`src/rtl/regfile_write_arbiter_if.sv`:
```
// Bundle for the shared register-file write port. The pipeline writeback (P),
// the multi-cycle unit (M), the register-file write port and the hazard-unit
// taps all travel through this bundle.
//
// Handshake: the M result moves into the arbiter on the posedge where
// m_valid && m_ready are both high. The producer holds m_valid, m_addr and
// m_data stable until that edge. m_ready may depend on p_valid in the same
// cycle. P has no ready signal. When pipe_stall is high, P was not written
// and must be replayed on the next cycle.
interface regfile_write_arbiter_if;
  logic        p_valid;
  logic [4:0]  p_addr;
  logic [31:0] p_data;
  logic        m_valid;
  logic [4:0]  m_addr;
  logic [31:0] m_data;
  logic        m_ready;
  logic        writeEnable;
  logic [4:0]  addressWrite;
  logic [31:0] dataWrite;
  logic        pipe_stall;
  logic        pend_valid;
  logic [4:0]  pend_addr;
  logic        m_drop;

  // Producer/consumer side: drives P and M, observes the arbiter.
  modport master (
    output p_valid, p_addr, p_data, m_valid, m_addr, m_data,
    input  m_ready, writeEnable, addressWrite, dataWrite,
           pipe_stall, pend_valid, pend_addr, m_drop
  );

  // Arbiter side.
  modport slave (
    input  p_valid, p_addr, p_data, m_valid, m_addr, m_data,
    output m_ready, writeEnable, addressWrite, dataWrite,
           pipe_stall, pend_valid, pend_addr, m_drop
  );
endinterface

```
`src/rtl/regfile_write_arbiter.sv`:
```
// Shares the single register-file write port between the pipeline writeback
// (P, never back-pressured, has priority) and a multi-cycle unit (M, valid/ready).
// An accepted M result waits in a one-entry hold register. If it waits
// STARVE_LIMIT cycles, the arbiter stalls the pipeline for one cycle so the
// held entry can drain. When P writes the held destination, the held entry is
// discarded (WAW). The register file writes on negedge, so all write-port
// outputs are combinational and settle during the high phase.
module regfile_write_arbiter #(
  parameter int STARVE_LIMIT  = 4,
  parameter bit ZERO_WRITABLE = 1'b0
) (
  input  logic                   clk,
  input  logic                   rst,      // asynchronous, active low
  regfile_write_arbiter_if.slave bus,
  output logic [1:0]             state_o   // debug view of the FSM state
);

  localparam int WCW = (STARVE_LIMIT < 1) ? 1 : $clog2(STARVE_LIMIT + 1);
  localparam logic [WCW-1:0] LIMIT = WCW'(STARVE_LIMIT);

  localparam logic [1:0] S_EMPTY = 2'd0;
  localparam logic [1:0] S_WAIT  = 2'd1;
  localparam logic [1:0] S_FORCE = 2'd2;

  logic           hold_v_q,    hold_v_d;
  logic [4:0]     hold_addr_q, hold_addr_d;
  logic [31:0]    hold_data_q, hold_data_d;
  logic [WCW-1:0] wcnt_q,      wcnt_d;
  logic [1:0]     state_q,     state_d;

  logic        in_force;
  logic        grant_p;
  logic        grant_m;
  logic        drop;
  logic        m_ready_w;
  logic        accept;
  logic [4:0]  tgt_addr;
  logic [31:0] tgt_data;

  // Grant decision. FORCE overrides P, P overrides the held entry.
  // Every grant is gated by rst, so all outputs read zero while reset is active.
  always_comb begin
    in_force = 1'b0;
    grant_p  = 1'b0;
    grant_m  = 1'b0;
    drop     = 1'b0;
    if (rst) begin
      in_force = (state_q == S_FORCE);
      if (in_force) begin
        grant_m = 1'b1;
      end else if (bus.p_valid) begin
        grant_p = 1'b1;
      end else if (hold_v_q) begin
        grant_m = 1'b1;
      end
      // P overwrites the held destination, so the older M value must never land.
      drop = !in_force && bus.p_valid && hold_v_q && (bus.p_addr == hold_addr_q);
    end
  end

  // Drive the write port from the granted source. A write to r0 still counts
  // as granted, so the entry drains, but the enable is suppressed.
  always_comb begin
    tgt_addr = 5'd0;
    tgt_data = 32'd0;
    if (grant_p) begin
      tgt_addr = bus.p_addr;
      tgt_data = bus.p_data;
    end else if (grant_m) begin
      tgt_addr = hold_addr_q;
      tgt_data = hold_data_q;
    end
    bus.addressWrite = tgt_addr;
    bus.dataWrite    = tgt_data;
    bus.writeEnable  = (grant_p || grant_m) && (ZERO_WRITABLE || (tgt_addr != 5'd0));
  end

  // Handshake and hazard-unit outputs. The hold register may refill in the
  // same cycle it drains or is dropped, so back-to-back M results see no bubble.
  always_comb begin
    m_ready_w      = rst && (!hold_v_q || grant_m || drop);
    accept         = bus.m_valid && m_ready_w;
    bus.m_ready    = m_ready_w;
    bus.pipe_stall = in_force;
    bus.m_drop     = drop;
    bus.pend_valid = hold_v_q;
    bus.pend_addr  = hold_v_q ? hold_addr_q : 5'd0;
    state_o        = state_q;
  end

  // Next state for the hold register, the wait counter and the FSM.
  always_comb begin
    hold_v_d    = hold_v_q;
    hold_addr_d = hold_addr_q;
    hold_data_d = hold_data_q;
    wcnt_d      = wcnt_q;
    if (accept) begin
      hold_v_d    = 1'b1;
      hold_addr_d = bus.m_addr;
      hold_data_d = bus.m_data;
      wcnt_d      = '0;
    end else if (grant_m || drop) begin
      hold_v_d = 1'b0;
      wcnt_d   = '0;
    end else if (hold_v_q && (wcnt_q < LIMIT)) begin
      wcnt_d = wcnt_q + WCW'(1);
    end

    if (!hold_v_d) begin
      state_d = S_EMPTY;
    end else if (wcnt_d == LIMIT) begin
      state_d = S_FORCE;
    end else begin
      state_d = S_WAIT;
    end
  end

  // State registers. Reset silently discards any held entry.
  always_ff @(posedge clk or negedge rst) begin
    if (!rst) begin
      hold_v_q    <= 1'b0;
      hold_addr_q <= 5'd0;
      hold_data_q <= 32'd0;
      wcnt_q      <= '0;
      state_q     <= S_EMPTY;
    end else begin
      hold_v_q    <= hold_v_d;
      hold_addr_q <= hold_addr_d;
      hold_data_q <= hold_data_d;
      wcnt_q      <= wcnt_d;
      state_q     <= state_d;
    end
  end

endmodule

```
`src/flat_wrapper.sv`:
```
// flat-port wrapper written by rule: the top's interface ports become plain ports
module regfile_write_arbiter_flat 
#(
  parameter int STARVE_LIMIT  = 4,
  parameter bit ZERO_WRITABLE = 1'b0
)
  (clk, rst, state_o, bus_p_valid, bus_p_addr, bus_p_data, bus_m_valid, bus_m_addr, bus_m_data, bus_m_ready, bus_writeEnable, bus_addressWrite, bus_dataWrite, bus_pipe_stall, bus_pend_valid, bus_pend_addr, bus_m_drop);
  regfile_write_arbiter_if bus_i ();
  input  logic clk;
  input  logic rst;
  output logic [1:0] state_o;
  input wire logic [$bits(bus_i.p_valid)-1:0] bus_p_valid;
  input wire logic [$bits(bus_i.p_addr)-1:0] bus_p_addr;
  input wire logic [$bits(bus_i.p_data)-1:0] bus_p_data;
  input wire logic [$bits(bus_i.m_valid)-1:0] bus_m_valid;
  input wire logic [$bits(bus_i.m_addr)-1:0] bus_m_addr;
  input wire logic [$bits(bus_i.m_data)-1:0] bus_m_data;
  output wire logic [$bits(bus_i.m_ready)-1:0] bus_m_ready;
  output wire logic [$bits(bus_i.writeEnable)-1:0] bus_writeEnable;
  output wire logic [$bits(bus_i.addressWrite)-1:0] bus_addressWrite;
  output wire logic [$bits(bus_i.dataWrite)-1:0] bus_dataWrite;
  output wire logic [$bits(bus_i.pipe_stall)-1:0] bus_pipe_stall;
  output wire logic [$bits(bus_i.pend_valid)-1:0] bus_pend_valid;
  output wire logic [$bits(bus_i.pend_addr)-1:0] bus_pend_addr;
  output wire logic [$bits(bus_i.m_drop)-1:0] bus_m_drop;
  assign bus_i.p_valid = bus_p_valid;
  assign bus_i.p_addr = bus_p_addr;
  assign bus_i.p_data = bus_p_data;
  assign bus_i.m_valid = bus_m_valid;
  assign bus_i.m_addr = bus_m_addr;
  assign bus_i.m_data = bus_m_data;
  assign bus_m_ready = bus_i.m_ready;
  assign bus_writeEnable = bus_i.writeEnable;
  assign bus_addressWrite = bus_i.addressWrite;
  assign bus_dataWrite = bus_i.dataWrite;
  assign bus_pipe_stall = bus_i.pipe_stall;
  assign bus_pend_valid = bus_i.pend_valid;
  assign bus_pend_addr = bus_i.pend_addr;
  assign bus_m_drop = bus_i.m_drop;
  regfile_write_arbiter #(.STARVE_LIMIT(STARVE_LIMIT), .ZERO_WRITABLE(ZERO_WRITABLE)) u_core (.clk(clk), .rst(rst), .bus(bus_i), .state_o(state_o));
endmodule
```
`config.mk`:
```
export PLATFORM = sky130hd
export DESIGN_NAME = regfile_write_arbiter_flat
export DESIGN_NICKNAME = d
export VERILOG_FILES = /design/src/rtl/regfile_write_arbiter_if.sv /design/src/rtl/regfile_write_arbiter.sv /design/src/flat_wrapper.sv
export SDC_FILE = /design/constraint.sdc
export NUM_CORES = 1
export LEC_CHECK = 0
export ABC_AREA = 1
export CAP_MARGIN = 0
export CORE_MARGIN = 5
export CORE_UTILIZATION = 35
export CTS_CLUSTER_SIZE = 14
export DETAILED_ROUTE_END_ITERATION = 6
export GPL_TIMING_DRIVEN = 0
export PLACE_DENSITY = 0.73
export SLEW_MARGIN = 10
export SYNTH_ARGS = -nofsm -noshare
export SYNTH_HDL_FRONTEND = slang
export SYNTH_SLANG_ARGS = --single-unit
```
`constraint.sdc`:
```
create_clock -name clk -period 2.1 [get_ports clk]
set_input_delay 0.42 -clock clk [delete_from_list [all_inputs] [get_ports clk]]
set_output_delay 0.42 -clock clk [all_outputs]
set_load 0.005 [all_outputs]
```
==> results of run 1 <==
## layer usage
metal	global-route usage [%]	share of wire [%]
met5	0	0
met4	5.45	1.1
met3	4.59	6.2
met2	31.6	52
met1	19.9	41
## area by class of cell
| type | count | area [um2] | share of cell area, % |
|---|---|---|---|
| Inverter | 64 | 245 | 5.88 |
| Multi-Input combinational cell | 208 | 1090 | 26.1 |
| Tap cell | 80 | 100 | 2.40 |
| Sequential cell | 43 | 1080 | 25.8 |
| Clock inverter | 2 | 35.0 | 0.840 |
| Buffer | 11 | 119 | 2.85 |
| Timing Repair Buffer | 154 | 1420 | 34.2 |
| Clock buffer | 6 | 82.6 | 1.98 |
## sequential cells by signal, summed over array words and instances (netlist names)
register               cells
u_core.state_o             2
u_core.bus.pend_valid      1
u_core.hold_data_q        32
u_core.hold_addr_q         5
u_core.wcnt_q              3
## worst max-delay path by stage
stage                                     start  cells past startpoint           endpoint  slack (ps)
after global routing          u_core.state_o[1]                     10    bus_writeEnable        -180
after global placement                      rst                      6   bus_dataWrite[8]       -2960
after floorplan               u_core.state_o[0]                      5  bus_dataWrite[10]         280
final                     u_core.bus.pend_valid                     10    bus_writeEnable         -70
after CTS                 u_core.bus.pend_valid                      8  bus_dataWrite[10]        -140
after detailed placement                    rst                      7   bus_dataWrite[8]       -1150
## timing repair
| item | CTS | global route |
|---|---|---|
| pin swaps | 7 | 14 |
| gates resized for setup | 124 | 81 |
| endpoints found under the setup margin | 84 | 81 |
| hold endpoints to repair | 23 | 0 |
| hold buffers | 1 | 0 |
| cloned | 2 | 2 |
| buffers inserted | 17 | 6 |
## logic make-up (layout without fill, tap and decap cells)
kind of cell / count (synthesis) / count (layout)
AND/OR/NAND/NOR: 144 / 144
adder cells (fa/ha/maj): 1 / 1
flip-flops: 43 / 43
buffers and inverters: 79 / 237
XOR/XNOR: 1 / 1
AO/OA/AOI/OAI: 61 / 61
multiplexers: 1 / 1
## report_power, final
group / internal, mW / leakage [nW] / switching [mW] / total (mW)
Sequential: 1.23 / 0.527 / 0.268 / 1.49
Clock: 0.385 / 0.0612 / 0.283 / 0.668
Combinational: 0.944 / 1.68 / 0.894 / 1.84
## synth_stat cells (all sizes together)
| library cell | number |
|---|---|
| nand2 | 116 |
| inv | 64 |
| dfrtp | 43 |
| o21ai | 36 |
| nor2 | 17 |
| a22o | 14 |
| a21oi | 11 |
| clkbuf | 11 |
| nand3 | 7 |
| buf | 4 |
| nor3 | 3 |
| ha | 1 |
| mux2 | 1 |
| nand4 | 1 |
| xnor2 | 1 |
==> flow_metrics.env, run 1 <==
export IMPL_max_freq_ghz=0.460
export IMPL_place_congestion=0.822
export IMPL_hold_path_class="in2async"
export IMPL_dp_final_hpwl_um=5350
export IMPL_cts_tree="yes"
export IMPL_worst_slew_margin_rel_pct=31.8
export IMPL_dpl_cell_area_um2=3750
export IMPL_holdWs_ps=16.0
export IMPL_muxShareOfSynthArea_pct=0.475
export IMPL_ys_seq_area_share_pct=45.4
export IMPL_antenna_cells=0
export IMPL_slew_viol_final=0
export IMPL_antenna_found_initial=0
export IMPL_clk_path_buf_depth=2
export IMPL_drive_gt1_share_pct=22.1
export IMPL_grt_max_degree=24
export IMPL_crit_fanout=7
export IMPL_setup_viol=23
export IMPL_reg2reg_to="u_core.state_o[1]"
export IMPL_status="complete, but fails checks"
export IMPL_violations="setup timing"
export IMPL_vdd_ir_drop_worst_mv=0.409
export IMPL_p_leak_nw=2.26
export IMPL_core_area_um2=6680
export IMPL_cts_root_buf="clkbuf_8"
export IMPL_drc=0
export IMPL_rrSetupSlack_ps=130
export IMPL_grt_pass1_vias=2624
export IMPL_ys_ff_latch=43
export IMPL_dpl_cell_count=537
export IMPL_grt_use_total_pct=17.5
export IMPL_final_cell_mix="114 x nand2_1, 80 x clkdlybuf4s50_1, 61 x inv_1, 43 x dfrtp_1, 28 x o21ai_0"
export IMPL_synth_compound_area_share_pct=16.2
export IMPL_syn_inst=330
export IMPL_portBuffers=126
export IMPL_fp_dieH_um=92.3
export IMPL_critPathCaptureType="output port"
export IMPL_synth_cell_types=23
export IMPL_worst_slack_ps=-73.4
export IMPL_arrival_ps=1750
export IMPL_wl_per_cell_um=13.6
export IMPL_rr_worst_depth=14
export IMPL_htree_levels=2
export IMPL_wirelength_um=7730
export IMPL_slowest_delay_ps=400
export IMPL_die_w_um=92.3
export IMPL_finalClockSkew_ps=6.20
export IMPL_dr_pass1_iters=4
export IMPL_io_pins=127
export IMPL_finalSetupTns_ps=-840
export IMPL_yosys_top_cells_area="dfrtp_1 45%, nand2_1 18%, inv_1 10%"
export IMPL_area_growth_pct=75.9
export IMPL_crit_buf_inv=5
export IMPL_synth_top_area_share_pct=45.4
export IMPL_overflow=0
export IMPL_cp_start_kind="flip-flop"
export IMPL_cts_sinks=43
export IMPL_utilization_pct=62.4
export IMPL_synth_xor_area_share_pct=0.370
export IMPL_path_clk_slew_ps=80
export IMPL_synth_nets=409
export IMPL_synthesis_area_um2=2370
export IMPL_powerDensity_nw_per_um2=959
export IMPL_period_share_pct=103
export IMPL_fin_total_pwr_mw=4.00
export IMPL_final_cells=568
export IMPL_viasPerCell=4.61
export IMPL_synthAdderAreaFrac_pct=0.528
export IMPL_maxCapViolations=0
export IMPL_rsz0062_at_grt="true"
export IMPL_yosys_area_share_simple_pct=24.0
export IMPL_initial_core_util_pct=35.5
export IMPL_synth_top_family_by_area="simple AND/OR/NAND/NOR gates"
export IMPL_avgSynthCellArea_um2=7.18
export IMPL_cp_required_ps=1680
export IMPL_cts_made_buffers=5
export IMPL_pre_cts_slack_ps=-1150
export IMPL_yosysWarnings=0
export IMPL_finalHoldViolCount=0
export IMPL_die_area_um2=8520
export IMPL_period_minus_slack_ps=2170
export IMPL_fillers=614
export IMPL_clkLatencyLatePin_ps=290
export IMPL_fin_area_um2=4170
export IMPL_synth_top_cell_by_area="dfrtp_1"
export IMPL_grt_pass1_wl_um=12000
export IMPL_worstSetupPathType="reg2out"
export IMPL_layout_commonest_cell="nand2_1"
export IMPL_num_rows=30
export IMPL_critical_path_slowest_cell="dfrtp_1"
export IMPL_reg2reg_from="u_core.state_o[1]"
export IMPL_cp_cell_sequence="inv_1 > nor2_2 > o21ai_4 > clkinv_4 > buf_12 > a21oi_4 > inv_2 > nor3_2 > nand3_1 > buf_2"
export IMPL_cp_top_family="buffers and inverters"
export IMPL_detailroute_via_count=2616
export IMPL_drt_iter0_drc=117
export IMPL_worst_pin_slew_ps=1020
export IMPL_fin_nets=566
export IMPL_drtAntennaViolNets=0
Power figures use the tool's default switching activity.
==> inputs of run 2 (changes only) <==
- CAP_MARGIN: 0 -> 20
- CORE_ASPECT_RATIO: unset -> 0.75
==> run 2 against run 1 <==
- the flow still finishes with violations (setup timing)
- clock power decreased by 12%
- via count grew 4.3%
- die area is 0.20% higher
- global-route usage increased by 0.38 points
- sequential share of layout area is 0.20 points lower
- sequential cell count stayed put
- critical path type is now in2out
- largest cell class unchanged
- highest routed layer unchanged
==> flow_metrics.env, run 2 (same netlist as run 1, synthesis figures left out) <==
export IMPL_arrival_ps=1870
export IMPL_worst_slew_margin_rel_pct=48.3
export IMPL_dr_pass1_iters=4
export IMPL_reg2reg_to="u_core.hold_data_q[13]"
export IMPL_clkLatencyLatePin_ps=300
export IMPL_period_share_pct=109
export IMPL_cts_tree="yes"
export IMPL_drtAntennaViolNets=0
export IMPL_drt_iter0_drc=71
export IMPL_powerDensity_nw_per_um2=952
export IMPL_finalHoldViolCount=0
export IMPL_place_congestion=0.748
export IMPL_path_clk_slew_ps=90
export IMPL_dpl_cell_area_um2=3750
export IMPL_grt_pass1_wl_um=12400
export IMPL_viasPerCell=4.71
export IMPL_clk_path_buf_depth=2
export IMPL_cp_start_kind="primary input"
export IMPL_worstSetupPathType="in2out"
export IMPL_cp_startpoint="bus_p_addr[1]"
export IMPL_rsz0062_at_grt="true"
export IMPL_p_leak_nw=2.32
export IMPL_crit_fanout=2
export IMPL_overflow=0
export IMPL_antenna_found_initial=0
export IMPL_reg2reg_from="u_core.state_o[0]"
export IMPL_fin_area_um2=4200
export IMPL_dp_final_hpwl_um=5490
export IMPL_cp_required_ps=1680
export IMPL_htree_levels=2
export IMPL_hold_path_class="in2async"
export IMPL_largest_reg_flops=32
export IMPL_cp_cell_sequence="clkdlybuf4s50_1 > inv_1 > nand2_1 > nand2_2 > inv_2 > nand3_4 > nor2_4 > buf_6 > nor2_4 > a21oi_1 > buf_2"
export IMPL_antenna_cells=0
export IMPL_worst_slack_ps=-187
export IMPL_fillers=607
export IMPL_finalClockSkew_ps=5.73
export IMPL_grt_max_degree=17
export IMPL_cts_made_buffers=5
export IMPL_num_rows=26
export IMPL_violations="setup timing"
export IMPL_reg_top3="u_core.hold_data_q x32, u_core.hold_addr_q x5, u_core.wcnt_q x3"
export IMPL_portBuffers=126
export IMPL_die_area_um2=8530
export IMPL_setup_viol=10
export IMPL_maxCapViolations=0
export IMPL_fin_nets=574
export IMPL_drc=0
export IMPL_die_w_um=105
export IMPL_worst_pin_slew_ps=773
export IMPL_cts_root_buf="clkbuf_8"
export IMPL_critical_path_slowest_cell="clkdlybuf4s50_1"
export IMPL_detailroute_via_count=2729
export IMPL_cpMostUsedCell="nor2_4"
export IMPL_status="complete, but fails checks"
export IMPL_period_minus_slack_ps=2290
export IMPL_crit_path_end="bus_m_ready"
export IMPL_slew_viol_final=0
export IMPL_rrSetupSlack_ps=-50
export IMPL_drive_gt1_share_pct=24.6
export IMPL_cts_sinks=43
export IMPL_grt_pass1_vias=2638
export IMPL_top_register="u_core.hold_data_q"
export IMPL_wl_per_cell_um=14.2
export IMPL_rr_worst_depth=13
export IMPL_vdd_ir_drop_worst_mv=0.342
export IMPL_max_freq_ghz=0.437
export IMPL_layout_commonest_cell="nand2_1"
export IMPL_slowest_delay_ps=480
export IMPL_core_area_um2=6700
export IMPL_holdWs_ps=156
export IMPL_io_pins=127
export IMPL_pre_cts_slack_ps=-1050
export IMPL_area_growth_pct=77.3
export IMPL_initial_core_util_pct=35.4
export IMPL_final_cell_mix="112 x nand2_1, 80 x clkdlybuf4s50_1, 57 x inv_1, 43 x dfrtp_1, 31 x o21ai_0"
export IMPL_grt_use_total_pct=17.8
export IMPL_critPathCaptureType="output port"
export IMPL_fp_dieH_um=81.3
export IMPL_wirelength_um=8260
-- run 2: changes by cell type in the layout (fill, tap and decap cells not counted), sizes merged --
cell	delta
dlymetal6s2s	+4
inv	+1
clkinv	-2
bufinv	-1
buf	+8
clkbuf	+6
clkdlybuf4s15	-1
clkinvlp	+1
dlygate4sd2	-8
-- run 2: layout make-up --
type,count,area [um2],share of cell area (%)
multi-input cells,208,1080,25.8
clock inverters,1,7.51,0.179
repair buffers,159,1450,34.4
well taps,84,105,2.50
plain buffers,14,143,3.39
clock buffers,7,96.3,2.29
inverters,64,245,5.84
flip-flops and latches,43,1080,25.6
-- run 2: per-layer routing --
layer,GRT usage [%],routed length [um]
met2,29.5,3940
met3,6.59,784
met5,0,0
met4,4.47,93
met1,22.3,3440
-- run 2: worst max-delay path, delay by kind of cell --
kind | cells | cell delay, ps
AOI/OAI and AO/OA | 1 | 140
buffers and inverters | 5 | 870
and+or+nand+nor | 5 | 430
-- run 2: what timing repair did --
item | CTS | global route
setup endpoints to repair | 84 | 40
cloned | 2 | 1
pin swaps | 9 | 10
setup buffers | 17 | 12
resized for setup | 129 | 76
endpoints found under the hold margin | 16 | 0
hold buffers | 1 | 0
-- run 2: how the worst min path moves through the flow --
stage / slack (ps) / cells past startpoint / end / start
3_5_place_dp: 380 / 1 / u_core.hold_addr_q[3] / rst
6_report: 160 / 2 / u_core.hold_addr_q[0] / rst
3_3_place_gp: 470 / 2 / u_core.hold_data_q[31] / u_core.hold_data_q[31]
4_1_cts: 140 / 2 / u_core.hold_data_q[31] / rst
2_1_floorplan: 120 / 0 / u_core.bus.pend_valid / rst
5_1_grt: 150 / 2 / u_core.hold_data_q[11] / rst
-- run 2: through the flow --
step	total power [mW]	util, %	setup TNS (ps)	instances
detailed placement	3.17	56.0	-58920	541
floorplan	2.31	-	0	330
finish	4.00	62.7	-399	580
global route	4.31	62.7	-4520	580
CTS	3.90	61.4	-1520	568
global placement	3.11	55.8	-241810	540
-- run 2: report_power, final --
group | internal [mW] | total (mW) | switching, mW | leakage [nW]
combinational | 0.986 | 1.91 | 0.929 | 1.74
clock | 0.299 | 0.590 | 0.291 | 0.0505
sequential | 1.23 | 1.50 | 0.269 | 0.527
